**config.mk**
```make
export PLATFORM = sky130hd
export DESIGN_NAME = timer_counter
export DESIGN_NICKNAME = d
export VERILOG_FILES = /design/src/rtl/timer_counter.sv
export SDC_FILE = /design/constraint.sdc
export NUM_CORES = 1
export LEC_CHECK = 0
export CAP_MARGIN = 20
export CORE_MARGIN = 5
export CORE_UTILIZATION = 50
export CTS_CLUSTER_DIAMETER = 200
export DETAILED_ROUTE_END_ITERATION = 8
export PLACE_DENSITY = 0.81
export SYNTH_ARGS = -nofsm -noshare
export SYNTH_HDL_FRONTEND = slang
export SYNTH_SLANG_ARGS = --single-unit
export TNS_END_PERCENT = 1
```
**constraint.sdc**
```tcl
create_clock -name clk -period 2.8 [get_ports clk]
set_input_delay 0.28 -clock clk [delete_from_list [all_inputs] [get_ports clk]]
set_output_delay 0.28 -clock clk [all_outputs]
set_load 0.01 [all_outputs]
```
**src/rtl/timer_counter.sv**
```systemverilog
// timer_counter: memory-mapped countdown timer on the CPU data-memory port.
//
// Register window (16 bytes at BASE_ADDR):
//   +0 CTRL   [0] EN, [2:1] MODE, [3] IM; upper bits read 0
//   +4 PRESET reload value, byte-writable
//   +8 COUNT  current count, read-only
//   +C        reads 0, writes ignored
//
// Ports:
//   clk     rising-edge clock
//   reset   asynchronous active-low reset
//   addr    byte address from the CPU M stage
//   byteen  byte write enables; nonzero marks a write
//   wdata   lane-aligned write data
//   rdata   combinational read data for addr (0 outside the window)
//   irq     interrupt request = IM & expiry flag
//
// Build option: define TC_AUTO_RELOAD_EN to enable MODE=01 auto-reload.
// Without it MODE is not stored (reads 0) and every expiry is one-shot.
module timer_counter #(
    parameter logic [31:0] BASE_ADDR = 32'h0000_7F00
) (
    input  logic        clk,
    input  logic        reset,
    input  logic [31:0] addr,
    input  logic [3:0]  byteen,
    input  logic [31:0] wdata,
    output logic [31:0] rdata,
    output logic        irq
);

    typedef enum logic [1:0] {S_IDLE, S_LOAD, S_CNT, S_INT} state_t;

    state_t      state, state_nxt;
    logic        en, im;
    logic [1:0]  mode;
    logic [31:0] preset, count;
    logic        irq_flag;
    logic        auto_reload;

    logic hit, wr, wr_ctrl, wr_preset;
    logic do_load, do_dec, do_int;

    assign hit       = (addr[31:4] == BASE_ADDR[31:4]) && (addr[3:2] != 2'b11);
    assign wr        = hit && (byteen != 4'b0000);
    assign wr_ctrl   = wr && (addr[3:2] == 2'b00);
    assign wr_preset = wr && (addr[3:2] == 2'b01);

    // Byte lanes within a word are selected by byteen, not addr[1:0].
    logic unused_addr_lsb;
    assign unused_addr_lsb = ^addr[1:0];

`ifdef TC_AUTO_RELOAD_EN
    assign auto_reload = (mode == 2'b01);
`else
    assign auto_reload = 1'b0;
    assign mode        = 2'b00;
`endif

    // State register
    always_ff @(posedge clk or negedge reset) begin
        if (!reset) state <= S_IDLE;
        else        state <= state_nxt;
    end

    // Next state and per-state actions
    always_comb begin
        state_nxt = state;
        do_load   = 1'b0;
        do_dec    = 1'b0;
        do_int    = 1'b0;
        case (state)
            S_IDLE: if (en) state_nxt = S_LOAD;
            S_LOAD: begin
                do_load   = 1'b1;
                state_nxt = S_CNT;
            end
            S_CNT: begin
                if (!en)                 state_nxt = S_IDLE;
                else if (count == 32'd0) state_nxt = S_INT;
                else                     do_dec    = 1'b1;
            end
            S_INT: begin
                do_int    = 1'b1;
                state_nxt = auto_reload ? S_LOAD : S_IDLE;
            end
            default: state_nxt = S_IDLE;
        endcase
    end

    // CTRL: a CPU write in the INT cycle wins over the one-shot EN clear.
    always_ff @(posedge clk or negedge reset) begin
        if (!reset) begin
            en <= 1'b0;
            im <= 1'b0;
        end else if (wr_ctrl && byteen[0]) begin
            en <= wdata[0];
            im <= wdata[3];
        end else if (do_int && !auto_reload) begin
            en <= 1'b0;
        end
    end

`ifdef TC_AUTO_RELOAD_EN
    logic flag_pulse;  // irq_flag was set by an auto-reload expiry last cycle

    always_ff @(posedge clk or negedge reset) begin
        if (!reset)                     mode <= 2'b00;
        else if (wr_ctrl && byteen[0])  mode <= wdata[2:1];
    end

    always_ff @(posedge clk or negedge reset) begin
        if (!reset) flag_pulse <= 1'b0;
        else        flag_pulse <= do_int && auto_reload;
    end
`endif

    // PRESET: byte-lane writes
    always_ff @(posedge clk or negedge reset) begin
        if (!reset) begin
            preset <= 32'd0;
        end else if (wr_preset) begin
            for (int b = 0; b < 4; b++)
                if (byteen[b]) preset[8*b +: 8] <= wdata[8*b +: 8];
        end
    end

    // COUNT: decrement only happens when nonzero, so it never wraps.
    always_ff @(posedge clk or negedge reset) begin
        if (!reset)       count <= 32'd0;
        else if (do_load) count <= preset;
        else if (do_dec)  count <= count - 32'd1;
    end

    // Expiry flag: setting on INT takes priority over the write clear.
    always_ff @(posedge clk or negedge reset) begin
        if (!reset)                      irq_flag <= 1'b0;
        else if (do_int)                 irq_flag <= 1'b1;
        else if (wr_ctrl || wr_preset)   irq_flag <= 1'b0;
`ifdef TC_AUTO_RELOAD_EN
        else if (flag_pulse)             irq_flag <= 1'b0;
`endif
    end

    assign irq = im & irq_flag;

    always_comb begin
        rdata = 32'd0;
        if (hit) begin
            case (addr[3:2])
                2'b00:   rdata = {28'd0, im, mode, en};
                2'b01:   rdata = preset;
                2'b10:   rdata = count;
                default: rdata = 32'd0;
            endcase
        end
    end

endmodule

```
==> impl_metrics.csv <==
group,metric,value,unit
run_status,status,"completed",
routing,postRouteAntennaNets,0,
global_route,grt_use_met3,5.91,%
routing,firstDrtPassIters,5,
yosys,synth_top_area_share,42.7,%
critical_path,arrival,2.95,ns
critical_path,reg2reg_slack,0.12,ns
cts,cts_tree,"done",
yosys,synthCells,436,
finish,syn_to_final_growth,37.8,%
sta,tns,0,ns
yosys,synthArstFlopShare,100,%
sta,finalCriticalPeriod,2.68,ns
cts,clock-sinks,69,
yosys,yosysWarningCount,0,
yosys,synth_xor_xnor_area_share,0.216,%
critical_path,critPathLaunchType,"flip-flop",
place,gp_congestion,0.907,
yosys,synth-main-ff-cell,"dfrtp_1",
critical_path,endpoint_kind,"flip-flop",
sta,slew_viol_final,0,
routing,vias_per_cell,6.07,
critical_path,crit_type,"reg -> reg",
cts,cts-root-buf,"clkbuf_8",
sta,max_freq,373,MHz
critical_path,r2r_start,"count[11]",
finish,diodes,0,
critical_path,startpoint,"count[11]",
global_route,grt_pass1_vias,3996,
cts,cts_resized,0,
sta,setup_viol,0,
sta,relSlewSlack,49.4,%
place,dp.cells,642,
yosys,netlist_top_cells_area,"dfrtp_1, mux2_2, a22oi_1",
yosys,ys_seq_area_share,42.7,%
floorplan,start_util,51.8,%
pwr,power-per-cell-area,369,mW/mm²
floorplan,dieArea,0.00999,mm²
place,dp.final_hpwl,8390,µm
sta,setup_ws,0.122,ns
yosys,synth-simple-area-share,24.7,%
cts,htreeDepth,3,
place,pre_cts_slack,0.168,ns
sta,finClkSkew,0.00545,ns
cts,cts_buffers,9,
floorplan,core_region_area,0.00781,mm²
yosys,synth_compound_gate_area_share,16.9,%
floorplan,io_pins,103,
sta,hold_viol_final,0,
cts,clk_latency,0.34,ns
finish,drive_above_1_share,18.5,%
floorplan,rows,32,
global_route,use_met1,30.7,%
finish,fin_cells,658,
cts,cts_setup_buffers,0,
global_route,grt_pass1_wl,19200,µm
routing,drc_errors,0,
critical_path,crit_required,3.07,ns
critical_path,cp_max_fo,7,
yosys,netlist_area,0.00405,mm²
yosys,synth_most_common_cell,"dfrtp_1",
floorplan,die_w,100,µm
global_route,busiest_layer,"met2",
yosys,synth_enable_flop_cells,0,
yosys,synth_mux_area_share,10.9,%
routing,vias,3997,
flow_run,maxCapViolCount,0,
pwr,leakagePower,2.44,nW
cts,clk_pin_slew,0.07,ns
global_route,antenna_found_initial,0,
yosys,syn_area_per_cell,9.28,µm²
pwr,ir_drop,0.291,mV
yosys,synth_nets,507,
yosys,synth_common_cells,"dfrtp_1, nor2_1, nand2_1",
sta,worst_hold_slack,0.00407,ns
place,numPortBuffers,100,
routing,first_iter_violations,221,
yosys,synth_cell_types,54,
yosys,synth_top_area_cell,"dfrtp_1",
routing,wl,11500,µm
sta,rsz0062_at_grt,"no",
global_route,grt_max_degree,39,
cts,cts_buffer_depth,2,
hold_path,holdCritPathClass,"in -> async",
yosys,synth-seq-cells,69,
sta,worst_slew_pin_slew,0.759,ns
sta,min_period_over_period,95.7,%
global_route,grt.overflow.total,0,
yosys,synth_top_family_by_area,"simple AND/OR/NAND/NOR gates",
global_route,met2_usage,39.0,%
routing,routedWlPerCell,17.5,µm
pwr,fin_total_pwr,0.00206,W
cts,holdBufCountCts,0,
floorplan,die-height,100,µm
finish,layout.nets,622,
global_route,grt.total_usage,23.6,%
yosys,synth_adder_area_share,0.309,%
-- where the power goes --
| part | switching (W) | internal [W] |
|---|---|---|
| Sequential | 0.000000000258 | 0.000996 |
| Combinational | 0.0000551 | 0.0000936 |
| Clock | 0.000365 | 0.000548 |
| Total | 0.000421 | 0.00164 |
-- final cells by class --
cell class,count,area [µm²]
multi-input combinational,325,2160
fill,610,2230
timing repair buffer,138,1310
clock inverter,4,70.1
sequential,69,1730
clock buffer,12,155
tap,102,128
inverter,8,30.0
-- routing by layer --
layer  part of all wire [%]  up-vias
met5                      0        -
met4                    1.7        0
met3                    6.9       19
met2                     50      162
met1                     41     1937
li1                       -     1879
-- critical path, cell delays in order, from the launching register on --
cell and delay [ns]:
dfrtp_1 0.42, or4_4 0.61, or4_4 0.62, or3_4 0.38, or4_1 0.49, nand3_1 0.09
-- sequential cells by signal (all words and copies together) (netlist names) --
signal,flops
preset,32
en,1
im,1
irq_flag,1
state,2
count,32
-- through the flow --
stage               instance area [µm²]  utilization (%)
global route                       5570             71.4
detailed placement                 5350             68.5
CTS                                5570             71.4
finish                             5570             71.4
global placement                   5350             68.5
floorplan                          4050                -
-- layout by cell type, fill, tap and decap left out, types with 6 or more instances in the layout --
cell / synthesis / routed
clkdlybuf4s50_1: 0 / 99
dfrtp_1: 69 / 69
nor2_1: 49 / 49
nand2_1: 41 / 41
buf_4: 0 / 36
mux2_2: 34 / 34
a22oi_1: 32 / 32
nand3_1: 27 / 27
nor4_1: 18 / 18
clkbuf_8: 0 / 11
nor3_1: 10 / 10
o211ai_1: 10 / 10
or4_1: 9 / 9
inv_1: 8 / 8
or3_1: 8 / 8
mux2i_1: 6 / 6
a21oi_1: 6 / 6
-- path summary, 6_finish.rpt --
check | to | cells past startpoint
max | count[25] | 5
min | preset[25] | 1
max reg2reg | count[25] | 5
min reg2reg | irq_flag | 2
max in group asynchronous | preset[10] | 2
min in group clk | irq_flag | 2
-- logic make-up after synthesis --
family | count (synthesis)
and+or+nand+nor | 193
AOI/OAI and AO/OA | 90
DFF | 69
buffers and inverters | 42
muxes | 40
xor gates and xnor gates | 1
adders and majority gates | 1
No activity file was read; power rests on OpenSTA's default activity.
